File: src/rtl/fetch_stage_pkg.sv
// fetch_stage_pkg: shared constants, state encoding and F/D entry layout for the fetch stage
package fetch_stage_pkg;
    localparam int PC_W = 32;
    localparam int INST_W = 32;
    localparam logic [PC_W-1:0] PC_START = 32'h01000000;
    localparam logic [INST_W-1:0] NOP_INST = 32'h00000013;
    localparam logic [PC_W-1:0] INST_BYTES = 32'd4;
    typedef enum logic [1:0] {BOOT, RUN, FAULT} state_t;
    typedef struct packed {
        logic valid;
        logic [PC_W-1:0] pc;
        logic [INST_W-1:0] inst;
        logic misaligned;
    } fd_entry_t;
endpackage

File: src/rtl/fetch_pc_unit.sv
// fetch_pc_unit: PC register, next-PC selection, BOOT/RUN/FAULT sequencing and misalignment check
module fetch_pc_unit
    import fetch_stage_pkg::*;
(
    input  logic            clock,
    input  logic            reset,
    input  logic            redirect_valid,
    input  logic [PC_W-1:0] redirect_pc,
    input  logic            advance,
    output logic [PC_W-1:0] pc,
    output logic            capture,
    output logic            fault_emit
);
    state_t state;
    logic pending;
    logic misaligned_target;
    assign misaligned_target = |redirect_pc[1:0];
    assign capture = !redirect_valid && state == RUN && advance;
    // pending marks the single fault entry still owed to decode after a misaligned redirect
    assign fault_emit = !redirect_valid && state == FAULT && pending && advance;
    always_ff @(posedge clock or posedge reset) begin
        if (reset) begin
            pc <= PC_START;
            state <= BOOT;
            pending <= 1'b0;
        end else if (redirect_valid) begin
            pc <= redirect_pc;
            state <= misaligned_target ? FAULT : RUN;
            pending <= misaligned_target;
        end else begin
            case (state)
                BOOT: state <= RUN;
                RUN: if (advance) pc <= pc + INST_BYTES;
                FAULT: if (advance) pending <= 1'b0;
                default: state <= BOOT;
            endcase
        end
    end
endmodule

File: src/rtl/fetch_stage.sv
// fetch_stage: instruction fetch with F/D register, decode handshake, redirects and fetch statistics
module fetch_stage
    import fetch_stage_pkg::*;
(
    input  logic              clock,
    input  logic              reset,
    output logic [PC_W-1:0]   imem_addr,
    input  logic [INST_W-1:0] imem_inst,
    input  logic              redirect_valid,
    input  logic [PC_W-1:0]   redirect_pc,
    output logic              out_valid,
    input  logic              out_ready,
    output logic [PC_W-1:0]   out_pc,
    output logic [INST_W-1:0] out_inst,
    output logic              out_misaligned,
    output logic [31:0]       fetch_count,
    output logic [31:0]       kill_count
);
    fd_entry_t fd;
    logic [PC_W-1:0] pc;
    logic advance;
    logic capture;
    logic fault_emit;
    assign advance = !fd.valid || out_ready;
    assign imem_addr = pc;
    assign out_valid = fd.valid;
    assign out_pc = fd.pc;
    assign out_inst = fd.inst;
    assign out_misaligned = fd.misaligned;
    fetch_pc_unit u_pc (
        .clock          (clock),
        .reset          (reset),
        .redirect_valid (redirect_valid),
        .redirect_pc    (redirect_pc),
        .advance        (advance),
        .pc             (pc),
        .capture        (capture),
        .fault_emit     (fault_emit)
    );
    always_ff @(posedge clock or posedge reset) begin
        if (reset) begin
            fd <= '{valid: 1'b0, pc: '0, inst: NOP_INST, misaligned: 1'b0};
            fetch_count <= '0;
            kill_count <= '0;
        end else begin
            if (fd.valid && out_ready) fetch_count <= fetch_count + 32'd1;
            // an entry decode takes on the redirect edge is delivered, not killed
            if (redirect_valid && fd.valid && !out_ready) kill_count <= kill_count + 32'd1;
            if (redirect_valid) begin
                fd.valid <= 1'b0;
                fd.inst <= NOP_INST;
                fd.misaligned <= 1'b0;
            end else if (capture) begin
                fd <= '{valid: 1'b1, pc: pc, inst: imem_inst, misaligned: 1'b0};
            end else if (fault_emit) begin
                fd <= '{valid: 1'b1, pc: pc, inst: NOP_INST, misaligned: 1'b1};
            end else if (advance) begin
                fd.valid <= 1'b0;
                fd.inst <= NOP_INST;
                fd.misaligned <= 1'b0;
            end
        end
    end
endmodule

File: config.mk
export PLATFORM = sky130hd
export DESIGN_NAME = fetch_stage
export DESIGN_NICKNAME = d
export VERILOG_FILES = /design/src/rtl/fetch_stage_pkg.sv /design/src/rtl/fetch_pc_unit.sv /design/src/rtl/fetch_stage.sv
export SDC_FILE = /design/constraint.sdc
export NUM_CORES = 1
export LEC_CHECK = 0
export BUFFER_PORTS_ARGS = -buffer_cell sky130_fd_sc_hd__clkbuf_2
export CAP_MARGIN = 0
export CORE_MARGIN = 2
export CORE_UTILIZATION = 48
export CTS_BUF_LIST = sky130_fd_sc_hd__clkbuf_8
export DETAILED_ROUTE_END_ITERATION = 10
export HOLD_SLACK_MARGIN = 0.02
export PLACE_DENSITY = 0.85
export SYNTH_ARGS = -nofsm -noshare
export SYNTH_HDL_FRONTEND = slang
export SYNTH_SLANG_ARGS = --single-unit
File: constraint.sdc
create_clock -name clock -period 5.2 [get_ports clock]
set_input_delay 0.78 -clock clock [delete_from_list [all_inputs] [get_ports clock]]
set_output_delay 0.78 -clock clock [all_outputs]
set_load 0.02 [all_outputs]
==> impl_results.md <==
* WL/cell at 16.36 um
* Fmax at 402.4 MHz
* Setup Skew at 0.01273 ns
* Critical path buffer and inverter count at 1
* CTS root buf: clkbuf_8
* Clock Tree Buf Depth at 2
* Logic gate share of total power at 23.9%
* PwrDens at 372.5 nW/um2
* Die width at 126.2 um
* TritonRoute pass-1 iters at 5
* Clock power frac at 27.0%
* Synth Register Bits at 165
* Die Y at 126.2 um
* Cell area after layout at 8864 um2
* Die footprint at 15,940 um2
* Setup ws final at 2.715 ns
* Max_cap viols at 0
* CTS tree: yes
* Critical Path End Type: flop
* Leakage at 4.320 nW
* RD Place Congestion at 0.8180
* Slew @ Worst Pin at 1.159 ns
* Asr flop ratio synth at 100.0%
* Crit path DAT at 2.87 ns
* Slew HR at 22.63%
* Initial antenna violation count at 0
* NumNets Final at 914
* Worst setup SP type: input pin
* Commonest non-fill, non-tap cells in the layout: clkbuf_2 (229), dfrtp_1 (161), nand2_1 (70), xnor2_1 (65), mux2_2 (37)
* Largest area contributor in the netlist: dfrtp_1
* CTS resizes at 0
* Antenna-violating nets left at 0
* Diodes inserted at 0
* Number of global-route vias before repair at 5,540
* Reg clk slew, reported paths at 0.09 ns
* Standard-cell rows at 44
* Layout cell share with drive strength beyond 1 at 37.16%
* Fill cell count at 1,161
* Final Setup Violations at 0
* Cell Int Power at 2.197 mW
* Top FF cell, synth: dfrtp_1
* Peak VDD IR at 300.1 uV
* Largest delay share family, worst path: simple AND/OR/NAND/NOR gates
* Area delta synth->final at 23.59%
* Vias per inst at 5.451
* Global Route Usage Sum at 21.79%
* DR iter-0 viols at 377
* CP max FO at 29
* Via count at 5,653
* Clock Sinks at 165
* Crit-path cells: clkbuf_2 > nand2b_1 > nand2_1 > nor2_2 > a22o_1
* Final-report hold violation count at 0
* Fin Setup TNS at 0 ns
* Num ports at 230
* Period utilization at 47.79%
* Synth unique cells at 38
* P_sw at 1.105 mW
* Synthesized area at 7172 um2
* Critical-path top delay cell: nor2_2
* RSZ-0062 raised after global routing: no
* Residual DRC count at 0
* Crit path kind: input pin to flop
* H-tree levels at 4
* Ranking of synthesized cells by area: dfrtp_1 (56%), xnor2_1 (7.9%), mux2_2 (5.8%), nand2_1 (3.7%), a22o_1 (3.5%)
* Most common cell after layout, fill and taps aside: clkbuf_2
* YS warnings at 0
* Largest net degree at the start of global routing at 166
* CTS Hold Bufs at 0
* Final wirelength at 16,960 um
* Area of the multi-input gates at 2899 um2
* Final max-slew violation count at 0
* Syn_nets at 690
* CP max stage delay at 0.92 ns
* Mean post-synth cell area at 11.64 um2
* Sequential power share at 49.1%
* Hold Path Class: flop to flop
* Mapped Cells at 616
* Post-synthesis sequential area ratio at 57.64%
* Detail Placement HPWL at 11,670 um
* Setup bufs post-CTS at 0
* Outcome: finished clean
* Core area at 14,590 um2
* Initial Utilization at 49.16%
* I/O Buffers at 229
* Sw frac at 33.45%
* WP data required at 5.58 ns
* Post-synth EDFFs at 0
* Top cell type's share of synthesized area at 56.18%
* Placed cell area at 8486 um2
* Total global routing overflow at 0
* Crit path time final at 2.485 ns
* Pre-CTS setup slack at 2.216 ns
* FF+latch area at 4134 um2
* First-pass GRT wire length at 27,820 um
* TritonCTS Buffers at 17
* Latest clock arrival within the worst-skew pair at 0.46 ns
[synthesized netlist by cell type (4+ instances only)]
library cell / number
a21oi_1: 4
a22o_1: 29
and3_1: 6
and4_1: 12
buf_2: 8
clkbuf_1: 18
dfrtp_1: 161
dfstp_2: 4
ha_1: 6
inv_1: 10
mux2_2: 37
nand2_1: 70
nand3_1: 34
nand4_1: 21
nor2_1: 20
nor3_1: 20
nor4_1: 13
o21ai_0: 29
xnor2_1: 65
xor2_1: 25
[flip-flops by register name (all words and copies together) (netlist names)]
| signal | cells |
|---|---|
| out_misaligned | 1 |
| kill_count | 32 |
| u_pc.pending | 1 |
| out_valid | 1 |
| fetch_count | 32 |
| out_inst | 32 |
| out_pc | 32 |
| u_pc.state | 2 |
| u_pc.pc | 32 |
[final cells by class]
| class | instances | area share, % |
|---|---|---|
| clock buffers | 20 | 3.106 |
| well taps | 184 | 2.597 |
| repair buffers | 232 | 13.33 |
| multi-input cells | 414 | 32.71 |
| flip-flops and latches | 165 | 46.64 |
| clock inverters | 12 | 1.158 |
| inverters | 10 | 0.4658 |
[worst register-to-register path: cells and delay by family, from the launching register on]
family	cells	cell delay (ns)
AND/OR/NAND/NOR	3	1.61
flip-flops	1	0.44
AO/OA/AOI/OAI	1	0.31
[logic make-up after synthesis]
logic type               Yosys count  synth area share (%)
AND/OR/NAND/NOR                  211                 15.58
flip-flops                       165                 57.64
XOR/XNOR                          90                 10.99
AO/OA/AOI/OAI                     68                 6.560
multiplexers                      39                 6.106
buffers and inverters             37                 2.076
adder cells (fa/ha/maj)            6                 1.047
[power by group through the flow]
| stage | Combinational (mW) | Clock, mW | Sequential (mW) |
|---|---|---|---|
| floorplan | 0.282 | 0 | 1.85 |
| global placement | 0.780 | 0 | 1.64 |
| detailed placement | 0.797 | 0 | 1.64 |
| CTS | 0.798 | 0.911 | 1.62 |
| global route | 0.851 | 0.966 | 1.65 |
| finish | 0.789 | 0.891 | 1.62 |
[per-stage QoR]
stage          total power, mW  cells  hold slack (ns)  utilization, %
6_report                 3.302   1037           0.4776           60.75
5_1_grt                  3.471   1037           0.5054           60.75
4_1_cts                  3.331   1037           0.4792           60.75
3_5_place_dp             2.441   1005           0.4635           58.16
3_3_place_gp             2.417   1005           0.4592           58.16
2_1_floorplan            2.135    616           0.4978               -
[routing by layer]
layer  up-vias  routed length, um  track usage [%]  share of wire, %
li1       2614                  -                -                 -
met1      2798               7393            29.01                44
met2       214               8191            34.35                48
met3        27                959            5.735               5.7
met4         0                419            8.597               2.5
met5         -                  0                0                 0
[path summary, 6_finish.rpt]
check / startpoint / endpoint / slack [ns] / cells past startpoint
hold / removal: fetch_count[31]$_DFFE_PP0P_ / fetch_count[31]$_DFFE_PP0P_ / 0.48 / 1
max in group asynchronous: reset / out_pc[1]$_DFFE_PP0P_ / 3.98 / 3
setup reg to reg: out_valid$_DFFE_PP0P_ / out_inst[15]$_DFFE_PP0P_ / 2.78 / 4
hold reg to reg: fetch_count[31]$_DFFE_PP0P_ / fetch_count[31]$_DFFE_PP0P_ / 0.48 / 1
min in group asynchronous: reset / kill_count[13]$_DFFE_PP0P_ / 0.55 / 3
setup / recovery: out_ready / out_inst[15]$_DFFE_PP0P_ / 2.72 / 5
Power figures use the tool's default switching activity.
